### config.mk
export PLATFORM = sky130hd
export DESIGN_NAME = sd_path_arbiter
export DESIGN_NICKNAME = d
export VERILOG_FILES = /design/src/rtl/sd_arb_pkg.sv /design/src/rtl/sd_bus_idle_mon.sv /design/src/rtl/sd_path_arbiter.sv
export SDC_FILE = /design/constraint.sdc
export NUM_CORES = 1
export LEC_CHECK = 0
export CORE_ASPECT_RATIO = 1.25
export CORE_UTILIZATION = 51
export CTS_CLUSTER_SIZE = 28
export DETAILED_ROUTE_END_ITERATION = 8
export GPL_TIMING_DRIVEN = 0
export PLACE_DENSITY = 0.89
export SYNTH_ARGS = -nofsm -noshare
export SYNTH_HDL_FRONTEND = slang
export SYNTH_SLANG_ARGS = --single-unit
export TNS_END_PERCENT = 10
### constraint.sdc
create_clock -name clk_sys -period 2.8 [get_ports clk_sys]
set_input_delay 0.7 -clock clk_sys [delete_from_list [all_inputs] [get_ports clk_sys]]
set_output_delay 0.7 -clock clk_sys [all_outputs]
set_load 0.01 [all_outputs]
### src/rtl/sd_arb_pkg.sv
// rtl/sd_arb_pkg.sv - shared types and constants for the SD path arbiter
// Contents: state_t (arbiter FSM states), SEL_PHYS / SEL_VIRT (vsd_sel encodings).
package sd_arb_pkg;

    typedef enum logic [1:0] {
        RUN     = 2'd0,
        PEND    = 2'd1,
        SWITCH  = 2'd2,
        RSTHOLD = 2'd3
    } state_t;

    localparam logic SEL_PHYS = 1'b0;
    localparam logic SEL_VIRT = 1'b1;

endpackage

### src/rtl/sd_bus_idle_mon.sv
// rtl/sd_bus_idle_mon.sv - detects a quiet core SPI bus (deselected, no clock activity)
// Ports:
//   clk_sys  in   system clock
//   reset    in   asynchronous active-high reset
//   sck      in   core SPI clock
//   ss       in   core SPI select, active low
//   bus_idle out  high once IDLE_CYCLES consecutive quiet cycles have been seen
module sd_bus_idle_mon #(
    parameter int IDLE_CYCLES = 64
) (
    input  logic clk_sys,
    input  logic reset,
    input  logic sck,
    input  logic ss,
    output logic bus_idle
);

    localparam int CW = $clog2(IDLE_CYCLES + 1);

    logic [CW-1:0] idle_cnt;
    logic          sck_q;

    // Any sck edge is caught by comparing against last cycle's sample, so a
    // stalled clock level (high or low) counts as quiet.
    always_ff @(posedge clk_sys or posedge reset) begin
        if (reset) begin
            idle_cnt <= '0;
            sck_q    <= 1'b0;
        end else begin
            sck_q <= sck;
            if (!ss || (sck != sck_q)) begin
                idle_cnt <= '0;
            end else if (idle_cnt != CW'(IDLE_CYCLES)) begin
                idle_cnt <= idle_cnt + 1'b1;
            end
        end
    end

    assign bus_idle = (idle_cnt == CW'(IDLE_CYCLES));

endmodule

### src/rtl/sd_path_arbiter.sv
// rtl/sd_path_arbiter.sv - shares the core SPI SD port between the physical slot and the virtual SD
// Ports:
//   clk_sys, reset                      clock, asynchronous active-high reset
//   img_mounted, img_size               mount strobe and image size (nonzero selects virtual)
//   rst_after_mnt                       request a core reset after each switch
//   core_sck/core_mosi/core_ss          SPI from the core; core_miso back to the core
//   vsd_ss, vsd_miso                    virtual SD select / data in
//   phys_cs, phys_sck, phys_mosi        physical slot SPI out; phys_miso in
//   vsd_sel                             current selection, 1 = virtual
//   core_reset                          stretched reset request after a switch
//   sd_act                              activity indicator
//   busy                                high while a switch is pending or in progress
module sd_path_arbiter
    import sd_arb_pkg::*;
#(
    parameter int IDLE_CYCLES  = 64,
    parameter int PEND_TIMEOUT = 1048576,
    parameter int RST_CYCLES   = 1024,
    parameter int ACT_TIMEOUT  = 1000000
) (
    input  logic        clk_sys,
    input  logic        reset,
    input  logic        img_mounted,
    input  logic [63:0] img_size,
    input  logic        rst_after_mnt,
    input  logic        core_sck,
    input  logic        core_mosi,
    input  logic        core_ss,
    output logic        core_miso,
    output logic        vsd_ss,
    input  logic        vsd_miso,
    output logic        phys_cs,
    output logic        phys_sck,
    output logic        phys_mosi,
    input  logic        phys_miso,
    output logic        vsd_sel,
    output logic        core_reset,
    output logic        sd_act,
    output logic        busy
);

    localparam int PW = $clog2(PEND_TIMEOUT + 1);
    localparam int RW = $clog2(RST_CYCLES + 1);
    localparam int AW = $clog2(ACT_TIMEOUT + 1);

    state_t        state;
    logic          target;
    logic          forced;
    logic          mnt_pend;
    logic [PW-1:0] pend_cnt;
    logic [RW-1:0] rst_cnt;
    logic [AW-1:0] act_cnt;
    logic          mosi_q;
    logic          miso_q;
    logic          bus_idle;
    logic          gate;
    logic          new_tgt;
    logic          run_tgt;

    sd_bus_idle_mon #(
        .IDLE_CYCLES(IDLE_CYCLES)
    ) u_idle_mon (
        .clk_sys (clk_sys),
        .reset   (reset),
        .sck     (core_sck),
        .ss      (core_ss),
        .bus_idle(bus_idle)
    );

    assign new_tgt = |img_size;
    // A mount that arrived while switching is replayed from RUN using the
    // latched target; a fresh strobe in RUN takes precedence over it.
    assign run_tgt = img_mounted ? new_tgt : target;

    always_ff @(posedge clk_sys or posedge reset) begin
        if (reset) begin
            state      <= RUN;
            target     <= SEL_PHYS;
            forced     <= 1'b0;
            mnt_pend   <= 1'b0;
            pend_cnt   <= '0;
            rst_cnt    <= '0;
            vsd_sel    <= SEL_PHYS;
            core_reset <= 1'b0;
        end else begin
            case (state)
                RUN: begin
                    if (img_mounted || mnt_pend) begin
                        mnt_pend <= 1'b0;
                        target   <= run_tgt;
                        if (run_tgt != vsd_sel) begin
                            state    <= PEND;
                            pend_cnt <= '0;
                        end
                    end
                end
                PEND: begin
                    if (img_mounted) begin
                        target <= new_tgt;
                    end
                    if (img_mounted && (new_tgt == vsd_sel)) begin
                        state <= RUN;
                    end else if (bus_idle || (pend_cnt == PW'(PEND_TIMEOUT - 1))) begin
                        state  <= SWITCH;
                        forced <= !bus_idle;
                    end else begin
                        pend_cnt <= pend_cnt + 1'b1;
                    end
                end
                SWITCH: begin
                    vsd_sel <= target;
                    if (img_mounted) begin
                        target   <= new_tgt;
                        mnt_pend <= 1'b1;
                    end
                    // A forced switch may have cut a transfer short, so the
                    // core is always reset in that case.
                    if (rst_after_mnt || forced) begin
                        state      <= RSTHOLD;
                        core_reset <= 1'b1;
                        rst_cnt    <= '0;
                    end else begin
                        state <= RUN;
                    end
                end
                RSTHOLD: begin
                    if (img_mounted) begin
                        target   <= new_tgt;
                        mnt_pend <= 1'b1;
                    end
                    if (rst_cnt == RW'(RST_CYCLES - 1)) begin
                        core_reset <= 1'b0;
                        state      <= RUN;
                    end else begin
                        rst_cnt <= rst_cnt + 1'b1;
                    end
                end
                default: state <= RUN;
            endcase
        end
    end

    always_ff @(posedge clk_sys or posedge reset) begin
        if (reset) begin
            mosi_q  <= 1'b0;
            miso_q  <= 1'b0;
            act_cnt <= '0;
        end else begin
            mosi_q <= core_mosi;
            miso_q <= core_miso;
            if ((core_mosi != mosi_q) || (core_miso != miso_q)) begin
                act_cnt <= AW'(ACT_TIMEOUT);
            end else if (act_cnt != '0) begin
                act_cnt <= act_cnt - 1'b1;
            end
        end
    end

    // During the single SWITCH cycle both targets are deselected and the
    // physical clock/data are parked low so neither card sees a partial edge.
    assign gate      = (state == SWITCH);
    assign busy      = (state != RUN);
    assign sd_act    = (act_cnt != '0);
    assign core_miso = vsd_sel ? vsd_miso : phys_miso;
    assign vsd_ss    = core_ss | ~vsd_sel | gate;
    assign phys_cs   = core_ss | vsd_sel | gate;
    assign phys_sck  = core_sck & ~vsd_sel & ~gate;
    assign phys_mosi = core_mosi & ~vsd_sel & ~gate;

endmodule

# After elaboration in Yosys (flattened, before gate mapping)
# Cells that the tools add are included.
# op_classes
div,0
multipliers,0
order_cmp,0
reduce_logical,25
n_eq_ne,21
muxes,29
n_shift,0
n_addsub,4
bitwise,11
# op_table
operator,count
two-way mux 21 bit,4
OR reduction 64 bit,1
case mux 21 bit (2 select lines),1
two-way mux 20 bit,2
two-way mux 11 bit,2
case mux 11 bit (2 select lines),1
adder 21 x 1 -> 21 bit (second input constant),1
equality test 21 x 20 -> 1 bit (second input constant),1
nonzero test 20 bit,1
subtractor 20 x 1 -> 20 bit (second input constant),1
two-way mux 7 bit,2
two-way mux 2 bit,6
!= test 2 bit (second input constant),6
AND reduction 3 bit,4
nonzero test 2 bit,6
adder 11 x 1 -> 11 bit (second input constant),1
equality test 11 x 10 -> 1 bit (second input constant),1
case mux 2 bit (4 select lines),1
adder 7 x 1 -> 7 bit (second input constant),1
equality test 7 bit (second input constant),1
two-way mux 1 bit,7
!= test 7 bit (second input constant),1
case mux 1 bit (2 select lines),3
logical OR 1 bit,5
other kinds (16),30
# word_totals
in_bits,73
register_bits,69
latchBits,0
ramBits,0
romBits,0
n_memories,0
output_inout_bits,9
wordCells,103

# Depth between registers and ports, before layout
# depth
word_depth,6
depth_mapped,9

# By module
# From an unflattened synthesis, not the netlist that was laid out.
# hier_totals
hier_cells,407
hier_area_um2,3746.1
# modules_own_cells
module,instances,seq_area_each_um2,cells_per_inst,area_per_inst_um2
sd_path_arbiter,1,1526.5,365,3339.5
sd_bus_idle_mon,1,200.2,42,406.6

# Worst setup path after synthesis
# OpenSTA, ideal clock, no wires.
# synth_path
path_kind,input-to-reg
from,input img_size[0]
to,register pend_cnt[20]
required_ps,2681
arrival_ps,2548
n_path_buf,1
path_slack_ps,134
path_stages,8
setup_time_ps,119
path_cell_list,nor4_1 > nand4_1 > nor4_1 > mux2i_1 > or3_1 > o2bb2ai_1 > buf_2 > o21a_1
# synth_between
elab_chain_len,5
word_cells_on_any_way,8
cone_classes,4 x eq/ne; 1 x mux; 3 x reduce/logical
# synth_rtl
element,line_no,source
start: declaration,sd_path_arbiter.sv:24,"input logic [63:0] img_size,"
OR reduction 64 bit (*),sd_path_arbiter.sv:70,assign new_tgt = |img_size;
two-way mux 1 bit / equality test 1 bit (equally long branches),-,
!= test 1 bit / logical AND 1 bit (equally long branches),"sd_path_arbiter.sv:91, sd_path_arbiter.sv:101",
!= test 2 bit (no line),-,
AND reduction 5 bit (no line) (*),-,
end signal: assignment,sd_path_arbiter.sv:107,pend_cnt <= pend_cnt + 1'b1;
end: declaration,sd_path_arbiter.sv:50,logic [PW-1:0] pend_cnt;
# Every way passes the cells marked *; elsewhere a longest branch is shown, timed or not.
# A chain may end at the register's enable or synchronous reset.

# Final worst setup path
# layout_path
from,input img_size[36]
to,register pend_cnt[12]
# Same word-level chain as after synthesis.

==> out/qor.csv <==
metric,value,unit
power share of the combinational group,33.3,%
fin nets,576,
Final Hold Viols,0,
Worst EP required,3.03,ns
sequential share of the synthesized area,47.23,%
slowest CP cell,clkdlybuf4s50_1,
Worst path max stage delay,0.44,ns
CP Max Fanout,10,
Worst Setup Start Kind,primary input,
Post-synth ARST share,100.0,%
# diodes,0,
M3 GR Usage,4.057,%
Sink Count,69,
wire length per cell,17.79,um
outcome,"complete, but fails checks",
Area Growth Syn to Fin,38.09,%
DRC marker count from the first detailed-route iteration,170,
slew margin rel.,32.36,%
Finished Core Util,72.81,%
most used routing layer,met2,
Tightest Pin Transition,0.9988,ns
clock share of power,23.9,%
CP bufs+invs,2,
vias in the first global route,3449,
leakage,2.137,nW
Pwr Density,629.8,nW/um2
die footprint,7513,um2
Final Cell Area,5049,um2
switch share,35.00,%
skew final,0.006167,ns
nature of the critical path endpoint,register,
final worst slack,-0.01269,ns
Seq pwr share,42.9,%
layout cells sized above 1,13.37,%
Final GP Congestion,0.8170,
Clock Pin Slew Worst Setup and Hold Paths,0.07,ns
Fill cells,453,
dpl cells,568,
CTS max path bufs,2,
remaining antenna violation count,0,
M2 GR Usage,47.04,%
DP HPWL,6677,um
Post-Syn Instances,397,
GRT overflow,0,
Placed Instance Area,4582,um2
"Primary FF master, synth",dfrtp_1,
Max VDD drop,0.5157,mV
GR Util met1,31.70,%
1st-pass router iterations,4,
first-pass GRT wire length,15790,um
Syn Area/Cell,9.209,um2
die height,96.66,um
final cell count without fillers,591,
Rows,34,
IO Port Bufs,81,
I/O pin cnt,82,
worst-path cell chain,clkdlybuf4s50_1 -> nor4_2 -> nand4_1 -> nor4_4 -> mux2i_2 -> or3_4 -> o2bb2ai_4 -> buf_6 -> o22a_1,
"Arr. time, crit path",3.04,ns
Mapped Nets,476,
Crit Path Category,in2reg,
Vias/cell,5.851,
post-synthesis cell type count,47,
Internal,2.067,mW
cell family with most CP delay,simple AND/OR/NAND/NOR gates,
TNS Setup,-0.04207,ns
final WL,10510,um
Final Setup Violations,9,
Final Max Tran Viols,0,
fmax,0.3555,GHz
clock insertion delay at the later pin of the skew report,0.34,ns
drc violations,0,
CTS tree,done,
starting density of the core,52.72,%
initial antenna violation count,0,
# hold bufs at CTS,0,
Vias,3458,
Synth Register Bits,69,
Post-synth EDFFs,0,
Syn. warnings,0,
Clock Tree Root,clkbuf_8,
Switching Power,1.113,mW
largest net degree at the start of global routing,70,
Core Region,6934,um2
fin crit period,2.813,ns
failing checks,negative setup slack,
die width,77.73,um
Netlist Area Pre-Place,3656,um2
crit share post-route,100.5,%
H-tree depth,3,
Global Route Usage Sum,26.50,%
maxcap violations,0,
Hold WC Path Type,reg2reg,
Total Power,3.179,mW
TritonCTS Buffers,9,
[final timing paths]
check | start | endpoint | slack [ns] | cells past startpoint
min | pend_cnt[20] | pend_cnt[20] | 0.51 | 1
max | img_size[36] | pend_cnt[12] | -0.01 | 9
max in group asynchronous | reset | pend_cnt[10] | 1.35 | 2
min reg2reg | pend_cnt[20] | pend_cnt[20] | 0.51 | 1
max reg2reg | act_cnt[3] | act_cnt[14] | 0.18 | 7
min in group asynchronous | reset | act_cnt[17] | 0.88 | 2
[cell usage after synthesis, types with 2 or more instances]
cell type,instances,area share [%]
a21oi_1,4,0.55
clkbuf_1,7,0.72
nand3_1,26,3.6
o21a_1,2,0.41
nand4_1,9,1.5
or3_2,3,0.62
inv_1,11,1.1
mux2i_1,2,0.55
buf_1,2,0.21
or4_1,2,0.41
nand2_1,43,4.4
nand2b_1,4,0.68
nor2_1,61,6.3
ha_1,6,2.1
or3_1,3,0.51
and3_1,6,1.0
nor4_1,22,3.8
xnor2_1,18,4.3
nor3b_1,3,0.62
and2_1,2,0.34
nor2b_1,5,0.86
o21ai_0,13,1.8
buf_2,3,0.41
a21bo_2,2,0.55
mux2_2,3,0.92
or3_4,2,0.62
xor2_1,17,4.1
nor3_1,13,1.8
o22a_1,17,4.1
dfrtp_1,69,47
[final cells by class]
cell class	instances	area, um2	share of cell area, %
Sequential cell	69	1727	34.20
Multi-Input combinational cell	305	1997	39.55
Tap cell	90	112.6	2.230
Clock inverter	3	20.02	0.3965
Buffer	12	67.56	1.338
Inverter	11	43.79	0.8674
Clock buffer	12	165.2	3.271
Timing Repair Buffer	89	915.9	18.14
[sequential cells by signal, summed over array words and instances (netlist names), 2 cells and up]
signal / flops
pend_cnt: 21
state: 2
rst_cnt: 11
u_idle_mon.idle_cnt: 7
act_cnt: 20
[kinds of logic after synthesis]
| family | after synthesis | share of synthesized area [%] |
|---|---|---|
| AOI/OAI and AO/OA | 46 | 9.138 |
| and+or+nand+nor | 213 | 29.26 |
| DFF | 69 | 47.23 |
| adders and majority gates | 6 | 2.053 |
| muxes | 5 | 1.472 |
| buffers and inverters | 23 | 2.464 |
| xor gates and xnor gates | 35 | 8.385 |
[layout by cell type (no fill, tap or decap), drive strengths merged, types with 2 or more instances in the layout]
cell and instances:
nor4 22, nand4 9, mux2 3, mux2i 2, or4b 2, clkinvlp 2
xor2 17, and3 6, nand3 26, a21oi 4, a21bo 2, inv 11
clkdlybuf4s50 60, clkbuf 19, nor2b 5, ha 6, nand2 43, or3 8
nand2b 4, o22a 17, nor3b 3, buf 14, dlymetal6s2s 19, xnor2 18
dfrtp 69, or4 3, nor3 13, o21a 2, and2 2, nor2 61
o21ai 13
[per-stage QoR]
stage	worst slack, ns	hold slack (ns)
after CTS	-0.01862	0.5069
after floorplan	0.1337	0.4590
after detailed placement	-0.7347	0.4776
after global routing	-0.07051	0.5533
after global placement	-0.7614	0.4698
final	-0.01269	0.5126
[routing by layer]
layer  routed length [um]  vias up  share of wire (%)
met1                 4009     1719                 38
li1                     -     1607                  -
met4                  278        0                2.6
met3                  532       33                5.1
met5                    0        -                  0
met2                 5694       99                 54
[power groups by stage]
| stage | clock (mW) | sequential (mW) | combinational [mW] |
|---|---|---|---|
| 3_5_place_dp | 0 | 1.37 | 0.911 |
| 5_1_grt | 0.803 | 1.39 | 1.14 |
| 6_report | 0.759 | 1.36 | 1.06 |
| 3_3_place_gp | 0 | 1.36 | 0.876 |
| 4_1_cts | 0.771 | 1.35 | 0.971 |
| 2_1_floorplan | 0 | 1.33 | 0.618 |
[worst register-to-register path, delay by kind of cell (launching register included)]
family,cells,cell delay (ns)
and+or+nand+nor,6,1.94
DFF,1,0.44
xor gates and xnor gates,1,0.13
[timing repair]
action                     4_1_cts  5_1_grt
pin swaps                        6       14
gates cloned                     1        0
setup endpoints to repair       27       26
buffers inserted                 4        3
gates resized for setup         20       44
(Power assumes the default switching activity.)
